--- config.mk ---
export PLATFORM = sky130hd
export DESIGN_NAME = pipe_hazard_ctrl
export DESIGN_NICKNAME = d
export VERILOG_FILES = /design/src/rtl/pipe_hazard_ctrl.sv
export SDC_FILE = /design/constraint.sdc
export NUM_CORES = 1
export LEC_CHECK = 0
export CORE_MARGIN = 5
export CORE_UTILIZATION = 45
export CTS_CLUSTER_SIZE = 8
export DETAILED_ROUTE_END_ITERATION = 10
export GPL_ROUTABILITY_DRIVEN = 0
export GPL_TIMING_DRIVEN = 0
export PLACE_DENSITY = 0.77
export SETUP_SLACK_MARGIN = 0.2
export SKIP_CTS_REPAIR_TIMING = 1
export SLEW_MARGIN = 0
export SYNTH_ARGS = -nofsm -noshare
export SYNTH_HDL_FRONTEND = slang
export SYNTH_SLANG_ARGS = --single-unit
--- constraint.sdc ---
create_clock -name clk -period 4.8 [get_ports clk]
set_input_delay 0.96 -clock clk [delete_from_list [all_inputs] [get_ports clk]]
set_output_delay 0.96 -clock clk [all_outputs]
set_load 0.01 [all_outputs]
--- src/rtl/pipe_hazard_ctrl.sv ---
// Hazard and sequencing controller for the 5-stage pipeline.
// Produces the stall, flush and bubble controls for the pipeline registers.
// Hazards are handled in this priority order: a DCache miss freezes the whole
// pipe, then a divide in EX holds the front end, then a taken branch flushes,
// and finally a load-use hazard inserts a single bubble.
module pipe_hazard_ctrl #(
    parameter int DIV_LAT     = 8,
    parameter int STALL_CNT_W = 32
) (
    input  logic                   clk,
    input  logic                   rst,
    input  logic                   id_valid,
    input  logic [4:0]             id_rj,
    input  logic [4:0]             id_rk,
    input  logic                   id_rj_re,
    input  logic                   id_rk_re,
    input  logic                   ex_valid,
    input  logic [4:0]             ex_rd,
    input  logic                   ex_is_load,
    input  logic                   ex_is_div,
    input  logic                   ex_br_taken,
    input  logic                   dc_busy,
    output logic                   pc_stall,
    output logic                   if_id_stall,
    output logic                   if_id_flush,
    output logic                   id_ex_stall,
    output logic                   id_ex_flush_branch,
    output logic                   id_ex_flush_load,
    output logic                   ex_mem_stall,
    output logic                   ex_mem_bubble,
    output logic                   div_busy,
    output logic [STALL_CNT_W-1:0] stall_cnt
);

    localparam int DCNT_W = $clog2(DIV_LAT + 1);

    localparam logic [0:0] RUN      = 1'b0;
    localparam logic [0:0] DIV_WAIT = 1'b1;

    localparam logic [DCNT_W-1:0]      DCNT_ONE  = 1;
    localparam logic [DCNT_W-1:0]      DCNT_INIT = DCNT_W'(DIV_LAT - 1);
    localparam logic [STALL_CNT_W-1:0] CNT_ONE   = 1;

    logic [0:0]             state, state_nxt;
    logic [DCNT_W-1:0]      dcnt, dcnt_nxt;
    logic [STALL_CNT_W-1:0] cnt_q;

    logic freeze;
    logic div_start;
    logic div_hold;
    logic branch;
    logic src_hit;
    logic loaduse;

    // Hazard classification in priority order: freeze > div_hold > branch > loaduse.
    always_comb begin
        freeze    = dc_busy;
        div_start = (state == RUN) && ex_valid && ex_is_div;
        div_hold  = !freeze && (div_start || ((state == DIV_WAIT) && (dcnt != '0)));
        branch    = !freeze && !div_hold && ex_valid && ex_br_taken;
        src_hit   = (id_rj_re && (id_rj == ex_rd)) || (id_rk_re && (id_rk == ex_rd));
        loaduse   = !freeze && !div_hold && !branch && ex_valid && ex_is_load &&
                    (ex_rd != 5'd0) && id_valid && src_hit;
    end

    // Pipeline controls, all held low while reset is asserted.
    always_comb begin
        pc_stall           = !rst && (freeze || div_hold || loaduse);
        if_id_stall        = !rst && (freeze || div_hold || loaduse);
        id_ex_stall        = !rst && (freeze || div_hold);
        ex_mem_stall       = !rst && freeze;
        ex_mem_bubble      = !rst && div_hold;
        if_id_flush        = !rst && branch;
        id_ex_flush_branch = !rst && branch;
        id_ex_flush_load   = !rst && loaduse;
        div_busy           = !rst && (state == DIV_WAIT);
        stall_cnt          = rst ? '0 : cnt_q;
    end

    // Divide sequencing: the entry cycle in RUN is the first stall cycle,
    // DIV_WAIT then supplies DIV_LAT-1 more and releases when dcnt reaches 0.
    always_comb begin
        state_nxt = state;
        dcnt_nxt  = dcnt;
        if (!freeze) begin
            case (state)
                RUN: begin
                    if (ex_valid && ex_is_div) begin
                        state_nxt = DIV_WAIT;
                        dcnt_nxt  = DCNT_INIT;
                    end
                end
                DIV_WAIT: begin
                    if (dcnt != '0) begin
                        dcnt_nxt = dcnt - DCNT_ONE;
                    end else begin
                        state_nxt = RUN;
                    end
                end
                default: begin
                    state_nxt = RUN;
                    dcnt_nxt  = '0;
                end
            endcase
        end
    end

    // State registers and the free-running PC-stall cycle counter.
    always_ff @(posedge clk) begin
        if (rst) begin
            state <= RUN;
            dcnt  <= '0;
            cnt_q <= '0;
        end else begin
            state <= state_nxt;
            dcnt  <= dcnt_nxt;
            if (pc_stall) begin
                cnt_q <= cnt_q + CNT_ONE;
            end
        end
    end

endmodule

# Word level (Yosys, flattened, before mapping)
# Cells that the tools add are included.
# W data, S select, Z words.
# word_totals
wordCells,52
register_bits,37
out_inout_bits,41
in_bits,25
# op_classes
n_eq_ne,4
reduce_logical,34
n_mux,7
bitwise_logic,2
n_addsub,2
# op_table
cell,count
$add A32 B1 Y32 const B,1
$mux W32,1
$logic_and A1 B1 Y1,23
$eq A5 B5 Y1,2
$mux W4,2
$pmux W4 S2,1
$reduce_bool A5 Y1,1
$logic_not A1 Y1,4
$logic_or A1 B1 Y1,4
$ne A2 B1 Y1 const B,2
$reduce_bool A4 Y1,1
$sub A4 B1 Y4 const B,1
$reduce_and A3 Y1,1
$mux W1,2
$not A1 Y1,2
$pmux W1 S2,1

# Longest topological paths before layout
# Gate-level depths: netlist of the first run.
# logic_depth
word_depth,18
ltp_mapped,10
mapped_depth_nobuf,8

# Worst setup path after synthesis of the first run
# No wires, ideal clock.
# synth_timing
path_kind,input to output
from,input ex_rd[0]
to,output pc_stall
arrival_time_ns,2.159
slack_ns,1.681
n_path_buf,1
cell_stages,5
required_ns,3.840
cell_sequence,or4_1 -> o2111ai_2 -> nor2_1 -> a21o_1 -> buf_4
# synth_via
elab_chain_cells,6
elab_cells_between_ends,11
cone_classes,eq/ne (2); reduce/logical (9)
# synth_rtl
element,line,text
start: declaration,18,"input logic [4:0] ex_rd,"
$eq A5 B5 Y1 or $reduce_bool A5 Y1 (tied branches),"61, 63",
$logic_and A1 B1 Y1 (on tied branches),"61, 62",
$logic_or A1 B1 Y1 or $logic_and A1 B1 Y1 (tied branches),"61, 63",
$logic_and A1 B1 Y1 (*),63,(ex_rd != 5'd0) && id_valid && src_hit;
$logic_or A1 B1 Y1 (*),-,
$logic_and A1 B1 Y1 (*),-,
end: declaration,23,"output logic pc_stall,"
# Mark *: on every way between the ends. The rest lies on a longest branch, timed or not.

# Worst setup path after layout of the first run
# layout_timing
from,input ex_rd[3]
to,output pc_stall
# layout_via
elab_chain_cells,6
elab_cells_between_ends,11
cone_classes,eq/ne (2); reduce/logical (9)
# layout_rtl
element,line,text
$eq A5 B5 Y1 or $reduce_bool A5 Y1 (tied branches),"61, 63",
$logic_and A1 B1 Y1 (on tied branches),"61, 62",
$logic_or A1 B1 Y1 or $logic_and A1 B1 Y1 (tied branches),"61, 63",
$logic_and A1 B1 Y1 (*),63,
$logic_or A1 B1 Y1 (*),68,pc_stall = !rst && (freeze || div_hold || loaduse);
$logic_and A1 B1 Y1 (*),68,
# Marked as above.

==> out/qor.txt, run 1 <==
====================================================================================
Worst hold-check path type                                              register to register
Endpoints failing hold                                                             0
Maximum clock frequency                                                      243 MHz
Starting DRT DRC Count                                                           110
Via count of the first global-routing pass                                      2157
Starting density of the core                                                   47.1%
Average size of a mapped cell                                               8.23 µm²
Combined global-route utilization of all metal layers                          18.7%
Largest clock skew in the final design                                    0.00727 ns
Y dimension of the die                                                       80.8 µm
Ys flop type                                                            sky130_fd_sc_hd__dfxtp_1
Delay of the slowest cell on the worst path                                  0.55 ns
Data required time of the worst path                                         3.84 ns
Via/cell ratio                                                                  5.42
Worst hold path stage count                                                        2
Routed length per instance                                                   14.4 µm
TritonCTS clock tree                                                           built
Sum of net half-perimeters after detailed placement                          4500 µm
Sum of overflow across all layers after global routing                             0
Number of synthesized register bits                                               37
RSZ-0062 raised after global routing                                           false
Clk root buf                                                            sky130_fd_sc_hd__clkbuf_8
Aggregate routed wire length                                                 5970 µm
Max-slew violation count                                                           0
Total CTS buffers                                                                  5
Fillcell total                                                                   431
Most used cell, CP                                                      sky130_fd_sc_hd__clkdlybuf4s50_1
Fin worst setup slack                                                       0.691 ns
# placed instances                                                               406
H-tree levels                                                                      2
Area of the core                                                            4790 µm²
Number of vias after detailed routing                                           2244
Netlist Area Pre-Place                                                      2250 µm²
Synthesis Warnings                                                                 0
Minimum setup slack among reg-to-reg paths                                   2.38 ns
Critical R2R Launch                                                          dcnt[0]
Total number of nets in the final design                                         374
Slew at the pin closest to its max-slew limit                               0.561 ns
Number of primary I/O pins                                                        66
Headroom to the max-slew limit                                                 62.6%
Critical Path Fanout Max                                                           5
Relative area change from synthesis to final layout                            36.2%
Sequential cell area                                                         741 µm²
IO buf count                                                                      65
Critical hold path startpoint                                              cnt_q[31]
Shortest period the worst path allows                                        4.11 ns
Status                                                                  finished, final reports clean
Setup crit start kind                                                     input port
Cell with the biggest individual delay on the critical path             sky130_fd_sc_hd__or4_1
Gate count of the mapped netlist                                                 274
Post-route DRC                                                                     0
Number of flops mapped to enable cells by yosys                                    0
Number of placement rows                                                          25
Leakage power                                                                1.04 nW
Placement Setup Slack                                                       0.672 ns
Crit path cell chain                                                    clkdlybuf4s50_1, or4_1, o2111ai_2, nor2_1, a21o_1, buf_4, clkdlybuf4s50_1
Endpoint, Worst Hold                                                       cnt_q[31]
Ratio of final minimum period to clock period                                  85.6%
Clock latency of the later-clocked register in the worst-skew pair           0.28 ns
Net count of the mapped netlist                                                  302
Worst Path Arrival                                                           3.15 ns
Number of cells in the finished layout apart from fillers                        414
CTS clock-pin slew for the worst setup and hold paths                        0.07 ns
Antenna diode count                                                                0
Logic depth of the worst register-to-register path                                 9
Final ANT Viol Nets                                                                0
Reg2reg end                                                                cnt_q[12]
Area of the multi-input gates                                               1380 µm²
Seq/Total Area, Yosys                                                          32.9%
Final Setup Violations                                                             0
Width of the chip                                                            80.8 µm
Proportion of synthesized flip-flops having asynchronous set or reset             0%
DRT Pass-1 Iters                                                                   4
Finished Core Util                                                             64.2%
Critical path class                                                     input port to primary output
CP endpoint kind                                                        primary output
Number of buffers between clock root and the deepest sink                          2
Number of antenna violations at the first check in global routing                  0
Setup TNS                                                                       0 ns
Maximum VDD drop                                                              155 µV
Global-route wire length before repair                                       9750 µm
Share of cells above drive strength 1                                          8.36%
Die Outline Area                                                            6530 µm²
Maximum number of pins on one net before global-route repair                      12
Clock Sinks                                                                       37
Reported max-cap violation count                                                   0
Ratio of total power to cell area                                         197 nW/µm²
Number of distinct library cells after synthesis                                  43
====================================================================================
metrics by stage:
stage,hold WS (ns),total power [mW],area [µm²]
floorplan,0.447,0.364,2250
finish,0.485,0.606,3070
CTS,0.483,0.613,3070
detailed placement,0.473,0.408,2990
global placement,0.459,0.406,2990
global route,0.510,0.639,3070
routing by layer:
layer  vias up  share of wire (%)  GRT usage (%)
li1       1125                  -              -
met1      1048                 45           23.6
met2        67                 46           32.3
met3         4                7.9           5.32
met4         0               0.64           3.04
met5         -                  0              0
worst max-delay path, delay by kind of cell:
kind,cells,cell delay [ns]
simple gates,2,0.63
compound gates,2,0.46
buf+inv,3,1.10
cells in the final DEF (no fill, tap or decap), types with 7 or more instances in the layout:
cell type / n
sky130_fd_sc_hd__xnor2_1: 12
sky130_fd_sc_hd__inv_1: 12
sky130_fd_sc_hd__nor3_1: 7
sky130_fd_sc_hd__nor2_1: 24
sky130_fd_sc_hd__nand3_1: 8
sky130_fd_sc_hd__or3_1: 11
sky130_fd_sc_hd__o21ai_0: 10
sky130_fd_sc_hd__clkdlybuf4s50_1: 65
sky130_fd_sc_hd__clkbuf_1: 9
sky130_fd_sc_hd__nand2_1: 14
sky130_fd_sc_hd__nor2b_1: 27
sky130_fd_sc_hd__o31ai_1: 13
sky130_fd_sc_hd__or4_1: 12
sky130_fd_sc_hd__dfxtp_1: 37
sky130_fd_sc_hd__a21oi_1: 22
flip-flops by register name, indices dropped and copies added (netlist names):
| name | flops |
|---|---|
| cnt_q | 32 |
| dcnt | 4 |
| state | 1 |
layout make-up:
class / count / area share (%)
buffer: 15 / 2.89
multi-input combinational: 210 / 44.9
clock inverter: 2 / 0.326
clock buffer: 6 / 2.36
tap: 67 / 2.73
sequential: 37 / 24.1
timing repair buffer: 65 / 21.2
inverter: 12 / 1.47
report_power, final:
part	internal [mW]	switching, mW
clock network	0.101	0.106
logic	0.0454	0.0384
registers	0.312	0.00449
total	0.458	0.149
logic make-up (layout without fill, tap and decap cells):
kind of cell / count (synthesis) / in the layout / synth area share, %
and+or+nand+nor: 126 / 126 / 33.2
AOI/OAI and AO/OA: 62 / 62 / 17.7
DFF: 37 / 37 / 32.9
buffers and inverters: 27 / 100 / 5.94
muxes: 7 / 7 / 4.00
xor gates and xnor gates: 12 / 12 / 4.66
adders and majority gates: 3 / 3 / 1.66
cells in the mapped netlist (3+ instances only):
master,n,area (µm²)
sky130_fd_sc_hd__a21o_1,3,22.5
sky130_fd_sc_hd__a21oi_1,22,110
sky130_fd_sc_hd__and2_1,3,18.8
sky130_fd_sc_hd__buf_6,3,33.8
sky130_fd_sc_hd__clkbuf_1,8,30.0
sky130_fd_sc_hd__dfxtp_1,37,741
sky130_fd_sc_hd__ha_1,3,37.5
sky130_fd_sc_hd__inv_1,12,45.0
sky130_fd_sc_hd__mux2_2,4,45.0
sky130_fd_sc_hd__mux2_4,3,45.0
sky130_fd_sc_hd__nand2_1,14,52.6
sky130_fd_sc_hd__nand3_1,8,40.0
sky130_fd_sc_hd__nand4_1,6,37.5
sky130_fd_sc_hd__nor2_1,24,90.1
sky130_fd_sc_hd__nor2b_1,27,169
sky130_fd_sc_hd__nor3_1,7,35.0
sky130_fd_sc_hd__o21ai_0,10,50.1
sky130_fd_sc_hd__o21ai_1,4,20.0
sky130_fd_sc_hd__o31ai_1,13,97.6
sky130_fd_sc_hd__or3_1,11,68.8
sky130_fd_sc_hd__or4_1,12,90.1
sky130_fd_sc_hd__xnor2_1,12,105
worst max path at each step:
stage	slack, ns	to	start
after floorplan	1.68	pc_stall	ex_rd[0]
after global placement	0.69	pc_stall	ex_rd[0]
after detailed placement	0.67	pc_stall	ex_rd[3]
after CTS	0.67	pc_stall	ex_rd[3]
after global routing	0.57	pc_stall	ex_rd[3]
final	0.69	pc_stall	ex_rd[3]
Note: power is estimated with default switching activity, not from simulation.
==> inputs of run 2 (changes only) <==
--- a/config.mk
+++ b/config.mk
@@ -6,12 +6,12 @@
 export NUM_CORES = 1
 export LEC_CHECK = 0
 export CORE_MARGIN = 5
-export CORE_UTILIZATION = 45
+export CORE_UTILIZATION = 47
 export CTS_CLUSTER_SIZE = 8
 export DETAILED_ROUTE_END_ITERATION = 10
 export GPL_ROUTABILITY_DRIVEN = 0
 export GPL_TIMING_DRIVEN = 0
-export PLACE_DENSITY = 0.77
+export PLACE_DENSITY = 0.79
 export SETUP_SLACK_MARGIN = 0.2
 export SKIP_CTS_REPAIR_TIMING = 1
 export SLEW_MARGIN = 0
==> run 2 against run 1 <==
Net effect:
- non-clock buffer count is the same
- flip-flop and latch count is the same
- design area grew 0.69%
- maximum frequency is essentially flat
- routed wire length shrank 0.35%
- combinational power is essentially flat
- critical path depth is the same
- critical path type unchanged
- critical endpoint unchanged
==> out/qor.txt, run 2 (synthesis results as in run 1) <==
=====================================================================================
Met1 usage in global routing                                                    23.8%
Via count of the first global-routing pass                                       2217
Worst Path Arrival                                                            3.15 ns
Minimum setup slack among reg-to-reg paths                                    2.32 ns
Y dimension of the die                                                        79.3 µm
Fillcell total                                                                    419
Via/cell ratio                                                                   5.64
Share of cells above drive strength 1                                           8.65%
Number of buffers between clock root and the deepest sink                           2
Critical R2R Launch                                                           dcnt[0]
Routed length per instance                                                    14.8 µm
Leakage power                                                                 1.05 nW
Maximum number of pins on one net before global-route repair                       13
Aggregate routed wire length                                                  5950 µm
Most used cell, CP                                                       sky130_fd_sc_hd__clkdlybuf4s50_1
Reported max-cap violation count                                                    0
Ratio of final minimum period to clock period                                   85.7%
Delay of the slowest cell on the worst path                                   0.56 ns
Part of the total power dissipated in the clock network                         41.6%
Switch share                                                                    23.2%
GRT Max-Usage Layer                                                              met2
Headroom to the max-slew limit                                                  63.1%
Reg2reg end                                                                 cnt_q[12]
Antenna diode count                                                                 0
Clock Sinks                                                                        37
Number of antenna violations at the first check in global routing                   0
Relative area change from synthesis to final layout                             37.2%
Ratio of total power to cell area                                          221 nW/µm²
Critical path class                                                      input port to primary output
Sequential fraction of design power                                             46.2%
Internal cell power                                                          0.526 mW
CP endpoint kind                                                         primary output
Data required time of the worst path                                          3.84 ns
Critical Path Fanout Max                                                            5
Starting density of the core                                                    48.1%
Max-slew violation count                                                            0
Shortest period the worst path allows                                         4.11 ns
Area of the multi-input gates                                                1380 µm²
Max FFs per register                                                               32
Clock latency of the later-clocked register in the worst-skew pair            0.29 ns
Most frequent standard cell in the layout excluding fill and tap cells   sky130_fd_sc_hd__clkdlybuf4s50_1
Logic depth of the worst register-to-register path                                  9
Most used cells in the layout excluding fill and tap cells               sky130_fd_sc_hd__clkdlybuf4s50_1 (65), sky130_fd_sc_hd__dfxtp_1 (37), sky130_fd_sc_hd__nor2b_1 (27), sky130_fd_sc_hd__nor2_1 (24), sky130_fd_sc_hd__a21oi_1 (22)
Setup crit start kind                                                      input port
Number of placement rows                                                           25
Routing usage on met2                                                           34.0%
Sequential cell area                                                          741 µm²
Combined global-route utilization of all metal layers                           19.7%
Worst hold-check path type                                               register to register
Sum of overflow across all layers after global routing                              0
Final Setup Violations                                                              0
Status                                                                   finished, final reports clean
Number of primary I/O pins                                                         66
H-tree levels                                                                       2
Portion of total power attributed to combinational logic                        12.2%
Crit path cell chain                                                     clkdlybuf4s50_1, or4_1, o2111ai_2, nor2_1, a21o_1, buf_4, clkdlybuf4s50_1
Slew at the pin closest to its max-slew limit                                0.554 ns
Setup TNS                                                                        0 ns
Sum of net half-perimeters after detailed placement                           4460 µm
Switching pwr                                                                0.159 mW
Crit path launch                                                             ex_rd[0]
GR met3 Demand/Resource                                                         5.33%
Clk root buf                                                             sky130_fd_sc_hd__clkbuf_8
Total CTS buffers                                                                   5
Number of vias after detailed routing                                            2260
Starting DRT DRC Count                                                             81
Registers with the most flip-flops                                       cnt_q (32), dcnt (4), state (1)
Width of the chip                                                             79.3 µm
IO buf count                                                                       65
Maximum VDD drop                                                               140 µV
Register bank with the most flops                                               cnt_q
Total number of nets in the final design                                          374
Largest clock skew in the final design                                     0.00620 ns
Final ANT Viol Nets                                                                 0
DRT Pass-1 Iters                                                                    4
TritonCTS clock tree                                                            built
Last element of the critical path                                            pc_stall
Overall Power                                                                0.685 mW
Die Outline Area                                                             6280 µm²
Global-route wire length before repair                                        9980 µm
Post-route DRC                                                                      0
CTS clock-pin slew for the worst setup and hold paths                         0.08 ns
Cell with the biggest individual delay on the critical path              sky130_fd_sc_hd__or4_1
Area of the core                                                             4690 µm²
RSZ-0062 raised after global routing                                            false
Maximum clock frequency                                                       243 MHz
Endpoints failing hold                                                              0
=====================================================================================
[run 2: cell types whose count changed in the layout (fill, tap and decap cells not counted), sizes merged]
cell	delta
bufinv	+1
clkinvlp	+1
clkinv	-2
[run 2: area by class of cell]
class | instances | area share (%)
buffer | 15 | 2.87
timing repair buffer | 65 | 21.0
clock inverter | 2 | 1.21
clock buffer | 6 | 2.67
sequential | 37 | 23.9
inverter | 12 | 1.46
tap | 54 | 2.18
multi-input combinational | 210 | 44.6
[run 2: per-stage QoR]
stage	util, %	setup slack (ns)	std cells	instance area, µm²	hold WS, ns
after global routing	65.9	0.559	401	3090	0.501
after floorplan	-	1.68	274	2250	0.447
after CTS	65.9	0.670	401	3090	0.483
after detailed placement	63.4	0.681	393	2970	0.472
after global placement	63.4	0.683	393	2970	0.457
final	65.9	0.687	401	3090	0.481
[run 2: worst max-delay path: cells and delay by family]
family	cells	cell delay, ns
compound gates	2	0.48
buf+inv	3	1.07
simple gates	2	0.64
[run 2: how the worst min path moves through the flow]
stage | slack, ns | to | start | cells after the start
after floorplan | 0.45 | cnt_q[31] | cnt_q[31] | 2
after global placement | 0.46 | cnt_q[31] | cnt_q[31] | 2
after detailed placement | 0.47 | cnt_q[31] | cnt_q[31] | 2
after CTS | 0.48 | cnt_q[31] | cnt_q[31] | 2
after global routing | 0.50 | cnt_q[29] | cnt_q[29] | 2
final | 0.48 | cnt_q[31] | cnt_q[31] | 2
[run 2: power by group through the flow]
stage               combinational (mW)  sequential, mW  clock (mW)
floorplan                       0.0420           0.322           0
global placement                0.0825           0.323           0
detailed placement              0.0841           0.323           0
CTS                             0.0847           0.316       0.290
global route                    0.0920           0.317       0.300
finish                          0.0838           0.316       0.285
[run 2: metal layers]
layer	up-vias	part of all wire, %
met3	6	5.9
met1	1056	46
met4	0	0.76
li1	1131	-
met5	-	0
met2	67	48
